File: src/rtl/spi_master_unit.sv
// SPI mode-0 master: shifts a BITS-wide word out on MOSI and in from MISO, MSB first.
// SCLK half-period is CLK_DIV system clocks; one-cycle start request, one-cycle done pulse.
module spi_master_unit #(
  parameter int BITS    = 8,
  parameter int CLK_DIV = 2
) (
  input  logic            i_clk,
  input  logic            i_rst,
  input  logic            i_start,
  input  logic [BITS-1:0] i_data,
  output logic [BITS-1:0] o_data,
  output logic            o_busy,
  output logic            o_done,
  output logic            o_sclk,
  output logic            o_mosi,
  input  logic            i_miso,
  output logic            o_cs
);

  localparam logic [1:0] S_IDLE  = 2'd0;
  localparam logic [1:0] S_SETUP = 2'd1;
  localparam logic [1:0] S_XFER  = 2'd2;
  localparam logic [1:0] S_HOLD  = 2'd3;

  localparam int CW = (CLK_DIV > 1) ? $clog2(CLK_DIV) : 1;
  localparam int BW = (BITS > 1) ? $clog2(BITS + 1) : 1;

  localparam logic [CW-1:0] CNT_LAST = CW'(CLK_DIV - 1);
  localparam logic [BW-1:0] BIT_LAST = BW'(BITS - 1);

  logic [1:0]      state;
  logic [CW-1:0]   cnt;
  logic [BW-1:0]   bit_cnt;
  logic [BITS-1:0] tx;
  logic [BITS-1:0] rx;
  logic [BITS-1:0] tx_shifted;
  logic [BITS-1:0] rx_shifted;
  logic            tick;

  assign tick = (cnt == CNT_LAST);

  // Shift helpers written so that BITS = 1 needs no special case.
  always_comb begin
    tx_shifted    = tx << 1;
    rx_shifted    = rx << 1;
    rx_shifted[0] = i_miso;
  end

  // NOTE: every register here uses <= so all of them see pre-edge values of each
  // other; blocking assignments would make the result depend on statement order.
  always_ff @(posedge i_clk or posedge i_rst) begin
    if (i_rst) begin
      state   <= S_IDLE;
      cnt     <= '0;
      bit_cnt <= '0;
      tx      <= '0;
      rx      <= '0;
      o_data  <= '0;
      o_busy  <= 1'b0;
      o_done  <= 1'b0;
      o_sclk  <= 1'b0;
      o_mosi  <= 1'b0;
      o_cs    <= 1'b1;
    end else begin
      // NOTE: o_done defaults low each cycle so the single set below is a one-cycle pulse.
      o_done <= 1'b0;

      if (state == S_IDLE) begin
        cnt <= '0;
      end else begin
        cnt <= tick ? '0 : cnt + 1'b1;
      end

      case (state)
        S_IDLE: begin
          if (i_start) begin
            tx      <= i_data;
            rx      <= '0;
            bit_cnt <= '0;
            o_cs    <= 1'b0;
            o_busy  <= 1'b1;
            o_mosi  <= i_data[BITS-1];
            state   <= S_SETUP;
          end
        end

        S_SETUP: begin
          if (tick) begin
            o_sclk <= 1'b1;
            rx     <= rx_shifted;
            state  <= S_XFER;
          end
        end

        S_XFER: begin
          if (tick) begin
            if (o_sclk) begin
              o_sclk  <= 1'b0;
              bit_cnt <= bit_cnt + 1'b1;
              if (bit_cnt == BIT_LAST) begin
                o_mosi <= 1'b0;
                state  <= S_HOLD;
              end else begin
                tx     <= tx_shifted;
                o_mosi <= tx_shifted[BITS-1];
              end
            end else begin
              o_sclk <= 1'b1;
              rx     <= rx_shifted;
            end
          end
        end

        S_HOLD: begin
          if (tick) begin
            o_cs   <= 1'b1;
            o_busy <= 1'b0;
            o_done <= 1'b1;
            o_data <= rx;
            state  <= S_IDLE;
          end
        end

        default: state <= S_IDLE;
      endcase
    end
  end

endmodule

File: config.mk
export PLATFORM = sky130hd
export DESIGN_NAME = spi_master_unit
export DESIGN_NICKNAME = d
export VERILOG_FILES = /design/src/rtl/spi_master_unit.sv
export SDC_FILE = /design/constraint.sdc
export NUM_CORES = 1
export LEC_CHECK = 0
export ABC_AREA = 1
export CELL_PAD_IN_SITES_DETAIL_PLACEMENT = 0
export CELL_PAD_IN_SITES_GLOBAL_PLACEMENT = 1
export CORE_MARGIN = 4
export CORE_UTILIZATION = 49
export DETAILED_ROUTE_END_ITERATION = 16
export DONT_BUFFER_PORTS = 1
export PLACE_DENSITY_LB_ADDON = 0.2
export SYNTH_ARGS = -nofsm -noshare
export SYNTH_HDL_FRONTEND = slang
export SYNTH_SLANG_ARGS = --single-unit
File: constraint.sdc
create_clock -name i_clk -period 2.5 [get_ports i_clk]
set_input_delay 0.5 -clock i_clk [delete_from_list [all_inputs] [get_ports i_clk]]
set_output_delay 0.5 -clock i_clk [all_outputs]
set_load 0.01 [all_outputs]
# Word level (Yosys, flattened, before mapping)
# Cells that the tools add are included.
dict set report word_totals {
  reg_bits 35
  inputBits 12
  output_inout_bits 13
  elab_cells 76
}
dict set report op_classes {
  addsub 2
  n_eq_ne 12
  n_mux 39
  reduce_logical 12
}
# op n
set ops {}
lappend ops {{$mux 8} 4}
lappend ops {{$mux 7} 4}
lappend ops {{$pmux 8 s3} 1}
lappend ops {{$ne 2x2->1 const B} 8}
lappend ops {{$mux 1} 14}
lappend ops {{$pmux 7 s2} 1}
lappend ops {{$mux 2} 6}
lappend ops {{$mux 4} 3}
lappend ops {{$reduce_and 5->1} 2}
lappend ops {{$pmux 1 s2} 4}
lappend ops {{$pmux 2 s4} 1}
lappend ops {{$pmux 4 s2} 1}
lappend ops {{$reduce_and 3->1} 2}
lappend ops {{$reduce_and 6->1} 1}
lappend ops {{$reduce_bool 2->1} 3}
lappend ops {{$add 4x1->4 const B} 1}
lappend ops {{$eq 2x2->1 const B} 2}
lappend ops {{$eq 4x3->1 const B} 1}
lappend ops {{$reduce_and 4->1} 1}
lappend ops {{$reduce_bool 3->1} 1}
lappend ops {{$eq 2x1->1 const B} 1}
lappend ops {{$logic_not 2->1} 1}
lappend ops {{$reduce_and 2->1} 1}
lappend ops {{$add 1x1->1 const B} 1}

# Logic depth before layout (Yosys ltp)
# Gate-level depths: netlist of run 1.
dict set report depth {
  depth_word 5
  depth_mapped 9
  depth_no_buf 9
}

# Least setup slack after synthesis of run 1
# No wires, ideal clock.
dict set report synth_timing {
  path_type {register to register}
  startpoint {register state[0]}
  endpoint {register rx[3]}
  setup_time_ns 0.076
  t_arrival_ns 1.410
  t_required_ns 2.424
  slack_ns 1.014
  stages_incl_launch_ff 10
  n_path_buf 1
  period_less_slack_ns 1.486
  path_cell_list {dfrtp_1 > inv_1 > ha_1 > inv_4 > nand2_4 > or2_4 > nand2_4 > buf_6 > nand2_1 > o21ai_1}
}
dict set report synth_via {
  elab_chain_len 3
  word_cells_on_any_way 10
  classes_between {6 x eq/ne; 1 x mux; 3 x reduce/logical}
}
# element line
set synth_lines {}
lappend synth_lines {{start, declared} 31} ;# logic [1:0] state;
lappend synth_lines {{start signal, assigned} 53} ;# state <= S_IDLE;
lappend synth_lines {{start signal, assigned} 83} ;# state <= S_SETUP;
lappend synth_lines {{start signal, assigned} 91} ;# state <= S_XFER;
lappend synth_lines {{$eq 2x1->1, or another cell as far along} 74} ;# case (state)
lappend synth_lines {{$ne 2x2->1 (no source line) / $reduce_bool 3->1 (equally long branches)} --}
lappend synth_lines {{$reduce_and 5->1 (no source line)} --}
lappend synth_lines {{end signal, assigned} 90} ;# rx <= rx_shifted;
lappend synth_lines {{end signal, assigned} 109} ;# rx <= rx_shifted;
lappend synth_lines {{end, declared} 35} ;# logic [BITS-1:0] rx;
# Parallel ways exist; a longest one is shown, timed or not.
# A chain may end at the register's enable or synchronous reset.

# Worst setup path in the final report of run 1
dict set report layout_timing {
  startpoint {register state[0]}
  endpoint {register tx[4]}
}
dict set report layout_via {
  elab_chain_len 3
  word_cells_on_any_way 9
  classes_between {5 x eq/ne; 1 x mux; 3 x reduce/logical}
}
# element line
set layout_lines {}
lappend layout_lines {{$eq 2x2->1 / $logic_not 2->1 (equally long branches)} 74}
lappend layout_lines {{$ne 2x2->1 (no source line) / $reduce_bool 2->1 (equally long branches)} --}
lappend layout_lines {{$reduce_and 5->1 (no source line)} --}
lappend layout_lines {{end signal, assigned} 77} ;# tx <= i_data;
lappend layout_lines {{end signal, assigned} 104} ;# tx <= tx_shifted;
lappend layout_lines {{end, declared} 34} ;# logic [BITS-1:0] tx;
# Parallel ways exist; a longest one is shown, timed or not.

==> reports/qor.yml, run 1 <==
peakVddDrop_v: 0.000695
postCtsResizedCells: 0
slew_headroom_pct: 70.0
drv_slew: 0
grt_pass1_vias: 1350
required_ns: 2.72
die_w_um: 66.3
clk_pin_slew_ns: 0.10
synth_cells: 201
nets: 222
routed_wl_mm: 3.14
clk_latency_ns: 0.33
crit_fanout: 17
root_buffer: "clkbuf_4"
grt_pass1_wl_mm: 5.84
status: "finished clean"
drtIter0Drc: 98
rsz0062_at_grt: "no"
synth_top_area_cell: "dfrtp_1"
n_antenna_cell: 0
cts_hold_buf: 0
min_path_type: "in2async"
yosys_warnings: 0
worst-setup-path-type: "reg2reg"
cp-end-kind: "register"
drcViolationCount: 0
synth_cell_types: 25
min_period_ns: 1.71
yosys-top-cells-area: "dfrtp_1 51%, nand2_1 22%, ha_1 3.8%"
synth_nets: 218
cts_max_level: 2
leakagePower_nw: 0.909
synth.avg_cell_area_um2: 8.30
track_usage_pct: 17.2
total_power_mw: 2.18
num_vias: 1250
rows: 20
design.core.area_um2: 3150
ys_seq_area_share_pct: 52.6
start_util_pct: 52.9
drive_gt1_share_pct: 9.27
synth_top_area_share_pct: 51.0
die_area_um2: 4400
post-cts-setup-buffer-count: 0
area_delta_synth_final_pct: 5.48
cts_buffers: 5
gp_congestion: 0.732
wl_per_cell_um: 12.6
port_buffers: 0
syn_area_um2: 1670
die_h_um: 66.3
fin_worst_skew_ns: 0.00851
yosys_register_bits: 35
cp-start-kind: "register"
period_share_pct: 68.4
powerDensity_nw_per_um2: 1240
numClockSinks: 35
num-fill-cells: 308
cts_tree: "done"
overflow: 0
max_cap_violations: 0
final-setup-viol-count: 0
synthFlopType: "dfrtp_1"
worstMarginPinSlew_ns: 0.449
crit_arrival_ns: 1.93
first_pass_iters: 4
grt_max_degree: 36
hold_viol: 0
r2r_slack_ns: 0.79
timing.setup.tns_ns: 0
synth_edf_count: 0
max_clock_freq_ghz: 0.585
antenna_found_initial: 0
vias_per_cell: 5.02
io_pins: 25
detail-route-antenna-nets: 0
async_reset_ff_share_pct: 100
clockBufferDepth: 2
place_hpwl_mm: 2.22
final timing paths:
kind | end | cells after the start | from
max | tx[4] | 9 | state[0]
min | o_data[4] | 2 | i_rst
max reg2reg | tx[4] | 9 | state[0]
min reg2reg | tx[5] | 2 | tx[5]
max in group asynchronous | o_cs | 2 | i_rst
min in group i_clk | rx[0] | 2 | i_miso
synth_stat cells, types with 2 or more instances:
library cell  instances
buf_6                 2
dfrtp_1              34
ha_1                  5
inv_1                10
nand2_1              96
nand2_4               2
nand3_1               9
nor2_1                6
o211ai_1              6
o21ai_0               7
o21ai_1              10
report_power, final:
part	switching [mW]	leakage, nW	internal (mW)
Clock	0.178	0.0341	0.130
Sequential	0.171	0.458	0.759
Combinational	0.632	0.417	0.305
Total	0.981	0.909	1.19
sequential cells by signal, indices dropped and copies added, names as in the netlist:
| register | cells |
|---|---|
| o_mosi | 1 |
| o_busy | 1 |
| tx | 7 |
| cnt | 1 |
| o_done | 1 |
| o_cs | 1 |
| rx | 8 |
| o_sclk | 1 |
| o_data | 8 |
| bit_cnt | 4 |
| state | 2 |
routing by layer:
layer	track usage, %	wire, um	vias to the layer above
met2	28.4	1550	17
met3	6.46	126	0
met4	6.35	0	0
met5	0	0	-
met1	20.2	1470	580
li1	-	-	653
cell usage in the layout (no fill, tap or decap), types with 2 or more instances in the layout:
master	n
o211ai_1	6
clkbuf_4	5
nand2_1	96
buf_4	2
nor2_1	6
o21ai_1	10
o21ai_0	7
nand2_4	2
ha_1	5
inv_1	10
nand3_1	9
dfrtp_1	34
final cells by class:
class	instances	area, um2	share of cell area, %
clock buffers	6	51.3	2.92
clock inverters	1	5.00	0.284
inverters	12	47.5	2.70
multi-input cells	149	708	40.3
flip-flops and latches	35	877	49.9
well taps	44	55.1	3.13
repair buffers	2	15.0	0.853
stage by stage:
stage	hold slack (ns)	area (um2)	utilization [%]	setup WS [ns]	std cells
floorplan	0.442	1670	-	1.01	201
global placement	0.456	1700	54.0	0.841	242
detailed placement	0.461	1700	54.0	0.795	242
CTS	0.138	1760	55.8	0.781	249
global route	0.177	1760	55.8	0.621	249
finish	0.137	1760	55.8	0.791	249
cells by family after synthesis:
logic type      synth area share (%)
buf+inv                         4.95
compound gates                  9.15
simple gates                    29.6
flops                           52.6
fa+ha+maj                       3.75
critical path: stages, from the launching register on:
cell and delay (ns):
dfrtp_1 0.42, inv_1 0.10, ha_1 0.22, inv_4 0.11, nand2_4 0.08, nand2_1 0.08
nor2_4 0.27, o21ai_2 0.18, nand2_1 0.10, nand2_1 0.05
(Power assumes the default switching activity.)
==> run 2: changes to the inputs <==
CORE_UTILIZATION = 46   (was 49)
clock period = 1.75 ns   (was 2.5 ns; I/O delays follow)
==> reports/qor.yml, run 2 (same netlist as run 1, synthesis figures left out) <==
post-cts-setup-buffer-count: 0  # unchanged
total_power_mw: 3.18  # +46%
hold_viol: 0  # unchanged
gp_congestion: 0.856  # +17%
largest_registers: "o_data: 8 flops, rx: 8 flops, tx: 7 flops"
crit_path_cell_trace: "inv_1, ha_1, inv_4, nand2_4, nand2_1, nor2_4, buf_4, o211ai_1, nand2_1"
whs_path_depth: 2
drtIter0Drc: 56  # -43%
min_path_type: "in2reg"
first_pass_iters: 4  # unchanged
clockBufferDepth: 2  # unchanged
max_clock_freq_ghz: 0.628  # +7.3%
timing.setup.tns_ns: 0  # unchanged
routed.top_layer: "met4"
period_share_pct: 91.0  # +23 points
clk_pin_slew_ns: 0.10  # about the same
start_util_pct: 48.8  # -4.1 points
postCtsResizedCells: 0  # unchanged
min_period_ns: 1.59  # -0.116 ns
cpPeakStageDelay_ns: 0.42  # about the same
grt_pass1_vias: 1250  # -7.4%
clk_latency_ns: 0.33  # about the same
mostFrequentLayoutCell: "nand2_1"
num_vias: 1289  # +3.1%
n_antenna_cell: 0  # unchanged
track_usage_pct: 15.9  # -1.3 points
p_seq_share_pct: 41.9  # -0.9 points
grt_max_degree: 36  # unchanged
worst-path-buf-inv: 3  # +1
fin_worst_skew_ns: 0.0113  # +0.00281 ns
status: "finished clean"
wl_met3_um: 148  # +17%
multi_input_area_um2: 708  # unchanged
layout_common_cells: "96 x nand2_1, 34 x dfrtp_1, 10 x inv_1, 10 x o21ai_1, 9 x nand3_1"
nets: 228  # +2.7%
detail-route-antenna-nets: 0  # unchanged
slew_headroom_pct: 70.4  # +0.32 points
p_switching_mw: 1.44  # +47%
crit_arrival_ns: 1.87  # -0.06 ns
dp.cells: 249  # +2.9%
worst-setup-path-type: "reg2reg"
power.internal_mw: 1.74  # +45%
overflow: 0  # unchanged
die_h_um: 68.2  # +2.8%
cpMostUsedCell: "nand2_1"
numClockSinks: 35  # unchanged
drive_gt1_share_pct: 11.3  # +2.1 points
routed_wl_mm: 3.17  # +1.0%
powerDensity_nw_per_um2: 1760  # +42%
cp-start-kind: "register"
reg2regPathDepth: 9  # unchanged
place_hpwl_mm: 2.32  # +4.5%
final-setup-viol-count: 0  # unchanged
cp-end-kind: "register"
area_delta_synth_final_pct: 8.33
num-fill-cells: 341  # +11%
drcViolationCount: 0  # unchanged
die_w_um: 68.2  # +2.8%
crit_family: "flip-flops"
die_area_um2: 4650  # +5.7%
final_core_util_pct: 52.9  # -2.9 points
cts_max_level: 2  # unchanged
cts_buffers: 5  # unchanged
worstMarginPinSlew_ns: 0.445  # -0.00483 ns
port_buffers: 0  # unchanged
io_pins: 25  # unchanged
p_comb_share_pct: 44.7  # +1.6 points
crit_fanout: 8  # -9
drv_slew: 0  # unchanged
required_ns: 2.02  # -0.70 ns
path_depth: 9  # unchanged
cts_hold_buf: 1  # +1
p_clk_share_pct: 13.4  # -0.8 points
antenna_found_initial: 0  # unchanged
wl_met2_mm: 1.51  # -2.1%
regArea_um2: 877  # unchanged
grt_pass1_wl_mm: 5.44  # -6.9%
rsz0062_at_grt: "no"
crit_path_top_delay_cell: "dfrtp_1"
cts_tree: "done"
wl_per_cell_um: 12.3  # -2.5%
leakagePower_nw: 0.930  # +2.3%
design.core.area_um2: 3420  # +8.3%
peakVddDrop_v: 0.000935  # +35%
root_buffer: "clkbuf_4"
max_cap_violations: 0  # unchanged
routedLengthMet1_mm: 1.45  # -0.89%
sw_frac_of_total_pct: 45.3  # +0.23 points
rows: 21  # +5.0%
instances_no_fill: 258  # +3.6%
vias_per_cell: 5.00  # -0.48%
[run 2: cell count changes in the layout (fill, tap and decap cells not counted)]
cell           change
buf_4              +5
clkbuf_1           +1
clkbuf_8           -1
clkinvlp_4         +1
dlygate4sd3_1      +1
[run 2: layout make-up]
type	count	area share (%)
inverter	12	2.63
tap	46	3.19
clock buffer	6	2.29
timing repair buffer	8	3.46
clock inverter	2	0.693
multi-input combinational	149	39.2
sequential	35	48.5
[run 2: final timing paths]
check                      startpoint   endpoint  slack, ns
setup / recovery             state[0]      tx[1]       0.16
hold / removal              i_data[0]      tx[0]       0.15
setup reg to reg             state[0]      tx[1]       0.16
hold reg to reg                 tx[2]      tx[2]       0.48
max in group asynchronous       i_rst       o_cs       0.86
min in group asynchronous       i_rst  o_data[5]       0.54
[run 2: power groups by stage]
stage               Sequential, mW  Combinational (mW)  Clock (mW)
floorplan                     1.29                1.19           0
global placement              1.34                1.40           0
detailed placement            1.35                1.44           0
CTS                           1.34                1.44       0.447
global route                  1.37                1.63       0.475
finish                        1.33                1.42       0.424
[run 2: layer usage]
layer	vias to the layer above	global-route usage [%]
met2	23	25.3
met3	7	4.43
met5	-	0
met1	601	19.5
met4	0	8.44
li1	658	-
[run 2: stage by stage]
step / hold slack (ns) / instance area, um2 / worst slack (ns)
detailed placement: 0.370 / 1740 / 0.148
global placement: 0.366 / 1740 / 0.243
global route: 0.156 / 1810 / 0.0222
finish: 0.149 / 1810 / 0.157
floorplan: 0.442 / 1670 / 0.264
CTS: 0.135 / 1810 / 0.137
[run 2: worst register-to-register path: cells and delay by family (launching register included)]
| kind | cells | cell delay [ns] |
|---|---|---|
| compound gates | 1 | 0.09 |
| fa+ha+maj | 1 | 0.29 |
| buf+inv | 3 | 0.34 |
| flops | 1 | 0.42 |
| simple gates | 4 | 0.41 |
